## config.mk

```make
export PLATFORM = sky130hd
export DESIGN_NAME = vga_timing_gen_flat
export DESIGN_NICKNAME = d
export VERILOG_FILES = /design/src/rtl/vga_timing_gen_if.sv /design/src/rtl/vga_timing_gen.sv /design/src/flat_wrapper.sv
export SDC_FILE = /design/constraint.sdc
export NUM_CORES = 1
export LEC_CHECK = 0
export ABC_AREA = 1
export BUFFER_PORTS_ARGS = -buffer_cell sky130_fd_sc_hd__buf_2
export CAP_MARGIN = 20
export CORE_MARGIN = 3
export CORE_UTILIZATION = 57
export DETAILED_ROUTE_END_ITERATION = 12
export PLACE_DENSITY = 0.8
export REMOVE_ABC_BUFFERS = 1
export SYNTH_ARGS = -nofsm -noshare
export SYNTH_HDL_FRONTEND = slang
export SYNTH_SLANG_ARGS = --single-unit
```

## constraint.sdc

```tcl
create_clock -name clk -period 1.65 [get_ports clk]
set_clock_uncertainty 0.15 [all_clocks]
set_input_delay 0.165 -clock clk [delete_from_list [all_inputs] [get_ports clk]]
set_output_delay 0.165 -clock clk [all_outputs]
set_load 0.005 [all_outputs]
```

## src/rtl/vga_timing_gen_if.sv

```systemverilog
// rtl/vga_timing_gen_if.sv - raster timing bundle from the timing generator to its consumers
interface vga_timing_gen_if;
   logic       pixTick;
   logic       active;
   logic [9:0] xPos;
   logic [8:0] yPos;
   logic       hsync;
   logic       vsync;
   logic       frameStart;

   // The timing generator drives every signal in the bundle
   modport master (
      output pixTick,
      output active,
      output xPos,
      output yPos,
      output hsync,
      output vsync,
      output frameStart
   );

   // Pixel colour generator and sync pin drivers only observe
   modport slave (
      input pixTick,
      input active,
      input xPos,
      input yPos,
      input hsync,
      input vsync,
      input frameStart
   );
endinterface

```

## src/rtl/vga_timing_gen.sv

```systemverilog
// rtl/vga_timing_gen.sv - VGA raster timing with internal pixel-clock enable
module vga_timing_gen #(
   parameter int CLK_DIV  = 4,
   parameter int H_ACTIVE = 640,
   parameter int H_FP     = 16,
   parameter int H_SYNC   = 96,
   parameter int H_BP     = 48,
   parameter int V_ACTIVE = 480,
   parameter int V_FP     = 10,
   parameter int V_SYNC   = 2,
   parameter int V_BP     = 33,
   parameter int SYNC_POL = 0
) (
   input  logic              clk,
   input  logic              reset,
   vga_timing_gen_if.master  vo
);

   localparam int H_TOTAL = H_ACTIVE + H_FP + H_SYNC + H_BP;
   localparam int V_TOTAL = V_ACTIVE + V_FP + V_SYNC + V_BP;
   localparam int HW      = $clog2(H_TOTAL);
   localparam int VW      = $clog2(V_TOTAL);
   localparam int DW      = (CLK_DIV > 1) ? $clog2(CLK_DIV) : 1;

   // Sized decode constants; sync windows are inclusive so they never exceed the total
   localparam logic [DW-1:0] DIV_LAST  = DW'(CLK_DIV - 1);
   localparam logic [HW-1:0] H_LAST    = HW'(H_TOTAL - 1);
   localparam logic [VW-1:0] V_LAST    = VW'(V_TOTAL - 1);
   localparam logic [HW-1:0] H_ACT     = HW'(H_ACTIVE);
   localparam logic [VW-1:0] V_ACT     = VW'(V_ACTIVE);
   localparam logic [HW-1:0] HS_FIRST  = HW'(H_ACTIVE + H_FP);
   localparam logic [HW-1:0] HS_LAST   = HW'(H_ACTIVE + H_FP + H_SYNC - 1);
   localparam logic [VW-1:0] VS_FIRST  = VW'(V_ACTIVE + V_FP);
   localparam logic [VW-1:0] VS_LAST   = VW'(V_ACTIVE + V_FP + V_SYNC - 1);
   localparam logic          SYNC_ON   = (SYNC_POL != 0);
   localparam logic          SYNC_OFF  = ~SYNC_ON;

   logic [DW-1:0] div_cnt;
   logic          tick;
   logic [HW-1:0] hcnt;
   logic [VW-1:0] vcnt;

   logic          d_active;
   logic [9:0]    d_x;
   logic [8:0]    d_y;
   logic          d_hsync;
   logic          d_vsync;
   logic          d_frame;

   assign tick = (div_cnt == DIV_LAST);

   // Pixel-clock divider: counts 0..CLK_DIV-1 and wraps on the tick
   always_ff @(posedge clk) begin
      if (reset) begin
         div_cnt <= '0;
      end else if (tick) begin
         div_cnt <= '0;
      end else begin
         div_cnt <= div_cnt + 1'b1;
      end
   end

   // hcnt/vcnt hold the next pixel to emit; vcnt only moves when hcnt wraps
   always_ff @(posedge clk) begin
      if (reset) begin
         hcnt <= '0;
         vcnt <= '0;
      end else if (tick) begin
         if (hcnt == H_LAST) begin
            hcnt <= '0;
            if (vcnt == V_LAST) begin
               vcnt <= '0;
            end else begin
               vcnt <= vcnt + 1'b1;
            end
         end else begin
            hcnt <= hcnt + 1'b1;
         end
      end
   end

   // Decode of the pending pixel, registered into the outputs on the next tick
   always_comb begin
      d_active = (hcnt < H_ACT) && (vcnt < V_ACT);
      d_x      = d_active ? 10'(hcnt) : 10'd0;
      d_y      = d_active ? 9'(vcnt) : 9'd0;
      d_hsync  = ((hcnt >= HS_FIRST) && (hcnt <= HS_LAST)) ? SYNC_ON : SYNC_OFF;
      d_vsync  = ((vcnt >= VS_FIRST) && (vcnt <= VS_LAST)) ? SYNC_ON : SYNC_OFF;
      d_frame  = (hcnt == '0) && (vcnt == '0);
   end

   // Output registers: load only on ticks so syncs cannot glitch between pixels
   always_ff @(posedge clk) begin
      if (reset) begin
         vo.active     <= 1'b0;
         vo.xPos       <= '0;
         vo.yPos       <= '0;
         vo.hsync      <= SYNC_OFF;
         vo.vsync      <= SYNC_OFF;
         vo.frameStart <= 1'b0;
      end else if (tick) begin
         vo.active     <= d_active;
         vo.xPos       <= d_x;
         vo.yPos       <= d_y;
         vo.hsync      <= d_hsync;
         vo.vsync      <= d_vsync;
         vo.frameStart <= d_frame;
      end
   end

   // pixTick marks the clk cycle in which freshly loaded pixel outputs are visible
   always_ff @(posedge clk) begin
      if (reset) begin
         vo.pixTick <= 1'b0;
      end else begin
         vo.pixTick <= tick;
      end
   end

endmodule

```

## src/flat_wrapper.sv

```systemverilog
// flat-port wrapper written by rule: the top's interface ports become plain ports
module vga_timing_gen_flat 
#(
   parameter int CLK_DIV  = 4,
   parameter int H_ACTIVE = 640,
   parameter int H_FP     = 16,
   parameter int H_SYNC   = 96,
   parameter int H_BP     = 48,
   parameter int V_ACTIVE = 480,
   parameter int V_FP     = 10,
   parameter int V_SYNC   = 2,
   parameter int V_BP     = 33,
   parameter int SYNC_POL = 0
)
  (clk, reset, vo_pixTick, vo_active, vo_xPos, vo_yPos, vo_hsync, vo_vsync, vo_frameStart);
  vga_timing_gen_if vo_i ();
  input  logic clk;
  input  logic reset;
  output wire logic [$bits(vo_i.pixTick)-1:0] vo_pixTick;
  output wire logic [$bits(vo_i.active)-1:0] vo_active;
  output wire logic [$bits(vo_i.xPos)-1:0] vo_xPos;
  output wire logic [$bits(vo_i.yPos)-1:0] vo_yPos;
  output wire logic [$bits(vo_i.hsync)-1:0] vo_hsync;
  output wire logic [$bits(vo_i.vsync)-1:0] vo_vsync;
  output wire logic [$bits(vo_i.frameStart)-1:0] vo_frameStart;
  assign vo_pixTick = vo_i.pixTick;
  assign vo_active = vo_i.active;
  assign vo_xPos = vo_i.xPos;
  assign vo_yPos = vo_i.yPos;
  assign vo_hsync = vo_i.hsync;
  assign vo_vsync = vo_i.vsync;
  assign vo_frameStart = vo_i.frameStart;
  vga_timing_gen #(.CLK_DIV(CLK_DIV), .H_ACTIVE(H_ACTIVE), .H_FP(H_FP), .H_SYNC(H_SYNC), .H_BP(H_BP), .V_ACTIVE(V_ACTIVE), .V_FP(V_FP), .V_SYNC(V_SYNC), .V_BP(V_BP), .SYNC_POL(SYNC_POL)) u_core (.clk(clk), .reset(reset), .vo(vo_i));
endmodule
```

==> results.json <==
{
  "route.detailed.vias_per_inst": 5.208,
  "drv_slew": 0,
  "post_dp_cell_area_um2": 2372,
  "syn-instance-count": 300,
  "grt_pass1_vias": 1761,
  "layout-drive-gt1-share_pct": 21.80,
  "ant_nets": 0,
  "nets": 352,
  "power_leakage_nw": 1.204,
  "antennaDiodeCount": 0,
  "final_util_pct": 74.88,
  "path_class": "reg2reg",
  "worst_slew_pin_slew_ns": 0.3714,
  "clk_pin_slew_ns": 0.08,
  "rsz0062_at_grt": "true",
  "period_needed_ns": 1.585,
  "worstHoldPathType": "in2reg",
  "finalNonFillerCells": 390,
  "io-pin-count": 26,
  "cp.buffers_inverters": 1,
  "crit_fanout": 6,
  "cts_tree": "yes",
  "fp.dieH_um": 66.71,
  "place_inst": 378,
  "max-slew-margin-rel_pct": 75.03,
  "yosysUniqueCellTypes": 23,
  "end_kind": "flip-flop",
  "setup_violations": 0,
  "avgSynthCellArea_um2": 7.003,
  "run_status": "completed",
  "critPathTopFamily": "simple AND/OR/NAND/NOR gates",
  "fp.coreArea_um2": 3442,
  "clk_latency_ns": 0.30,
  "grt.total_usage_pct": 23.66,
  "antenna_found_initial": 0,
  "die_w_um": 66.71,
  "drc": 0,
  "critPathMaxStageDelay_ns": 0.37,
  "path_cells": "ha_4 > nand2_4 > nor2_4 > nand2_2 > nor2_4 > clkbuf_16 > nand3_1 > nand2_1 > nor2_1",
  "hold_buffers": 0,
  "dp_hpwl_um": 3494,
  "critical_path.slowest_cell": "dfxtp_4",
  "p_per_area_nw_per_um2": 722.4,
  "drv_cap": 0,
  "ys_seq_elements": 46,
  "clock_path_buffers": 2,
  "fin_total_pwr_mw": 1.862,
  "gr-total-overflow": 0,
  "numCtsBuffers": 5,
  "hold_viol": 0,
  "critical_path.most_common_cell": "nor2_4",
  "yosysWarningCount": 0,
  "rows": 21,
  "cts.sinks": 46,
  "cp-start-kind": "flip-flop",
  "final_area_um2": 2577,
  "start_util_pct": 61.03,
  "htreeDepth": 2,
  "cp_data_arrival_time_ns": 1.62,
  "finalCritPeriodShare_pct": 96.08,
  "ys_seq_area_share_pct": 43.84,
  "layout.cells.most_common_list": "86 x nand2_1, 41 x dfxtp_1, 39 x nor2_1",
  "syn_area_um2": 2101,
  "io_buffers": 25,
  "drtIter0Drc": 149,
  "dr.pass1.iters": 4,
  "cts_root_buffer": "clkbuf_8",
  "vdd_drop_max_mv": 0.5857,
  "grt_start_max_net_pins": 19,
  "grt_pass1_wl_um": 7990,
  "area.growth.synth_to_final_pct": 22.69,
  "routedWlPerCell_um": 12.83,
  "fmax_mhz": 630.8,
  "wl_um": 5003,
  "final_common_cell": "nand2_1",
  "gp_congestion": 0.9539,
  "routed-via-count": 2031,
  "required_ns": 1.68,
  "die_area_um2": 4450
}
-- power by group --
group	switching (mW)	leakage, nW	internal, mW
combinational	0.0534	0.793	0.0341
clock	0.349	0.0383	0.292
sequential	0.0101	0.374	1.12
-- final cells by class --
class	instances	area, µm²
tap	46	57.56
timing repair buffer	49	335.3
multi-input combinational	214	1074
inverter	28	105.1
clock buffer	7	76.32
sequential	46	929.6
fill	294	864.6
-- routing by layer --
metal / wire, µm / share of wire (%) / up-vias / global-route usage [%]
li1: - / - / 1051 / -
met1: 2360 / 47 / 917 / 32.05
met2: 2257 / 45 / 54 / 37.62
met3: 316 / 6.3 / 9 / 4.553
met4: 69 / 1.4 / 0 / 7.614
met5: 0 / 0 / - / 0
-- cell families (layout without fill, tap and decap cells) --
logic type	after synthesis	in the layout	share of synthesized area, %
AOI/OAI and AO/OA	17	17	4.169
DFF	46	46	43.84
and+or+nand+nor	189	189	39.73
xor gates and xnor gates	2	2	0.8340
buffers and inverters	40	84	7.862
adders and majority gates	6	6	3.573
-- state kept, by name (all words and copies together) (netlist names) --
signal,flops
u_core.hcnt,10
u_core.vcnt,10
u_core.vo.xPos,10
u_core.vo.yPos,9
u_core.div_cnt,2
u_core.vo.active,1
u_core.vo.frameStart,1
u_core.vo.hsync,1
u_core.vo.pixTick,1
u_core.vo.vsync,1
-- final timing paths --
check / from / endpoint / slack (ns) / cells past startpoint
hold reg to reg: u_core.vo.yPos[3]$_SDFFE_PP0P_ / u_core.vo.yPos[3]$_SDFFE_PP0P_ / 0.30 / 2
hold / removal: reset / u_core.vcnt[6]$_SDFFE_PP0P_ / 0.07 / 2
setup / recovery: u_core.hcnt[0]$_SDFFE_PP0P_ / u_core.vcnt[8]$_SDFFE_PP0P_ / 0.06 / 9
setup reg to reg: u_core.hcnt[0]$_SDFFE_PP0P_ / u_core.vcnt[8]$_SDFFE_PP0P_ / 0.06 / 9
-- what timing repair did --
| item | in CTS | in global routing |
|---|---|---|
| setup buffers | 1 | 3 |
| cloned | 0 | 1 |
| resized for setup | 3 | 16 |
| pin swaps | 1 | 9 |
| endpoints found under the setup margin | 12 | 33 |
-- per-stage QoR --
stage,setup TNS (ns),hold slack (ns),worst slack (ns)
floorplan,-17.40,0.08407,-0.8199
global placement,0,0.2566,0.05629
detailed placement,-0.3054,0.2849,-0.05730
CTS,0,0.05734,0.01959
global route,-0.09629,0.06496,-0.04184
finish,0,0.06866,0.06462
-- Yosys cell counts --
cell | count | area (µm²)
a21oi_1 | 7 | 35.03
ha_1 | 6 | 75.07
nor3b_1 | 2 | 15.01
clkbuf_1 | 7 | 26.28
nand2_1 | 90 | 337.8
o21ai_0 | 6 | 30.03
o21ai_1 | 3 | 15.01
dfxtp_1 | 46 | 920.9
nor2_4 | 2 | 22.52
nor4_1 | 1 | 6.260
nor2_2 | 1 | 6.260
buf_4 | 1 | 7.510
nor2_1 | 40 | 150.1
nor3_1 | 6 | 30.03
buf_6 | 1 | 11.26
nand3_1 | 23 | 115.1
xor2_1 | 2 | 17.52
nand4_1 | 20 | 125.1
nand2_2 | 3 | 18.77
nand3b_1 | 1 | 7.510
o211ai_1 | 1 | 7.510
buf_2 | 3 | 15.01
inv_1 | 28 | 105.1
No activity file was read; power rests on OpenSTA's default activity.
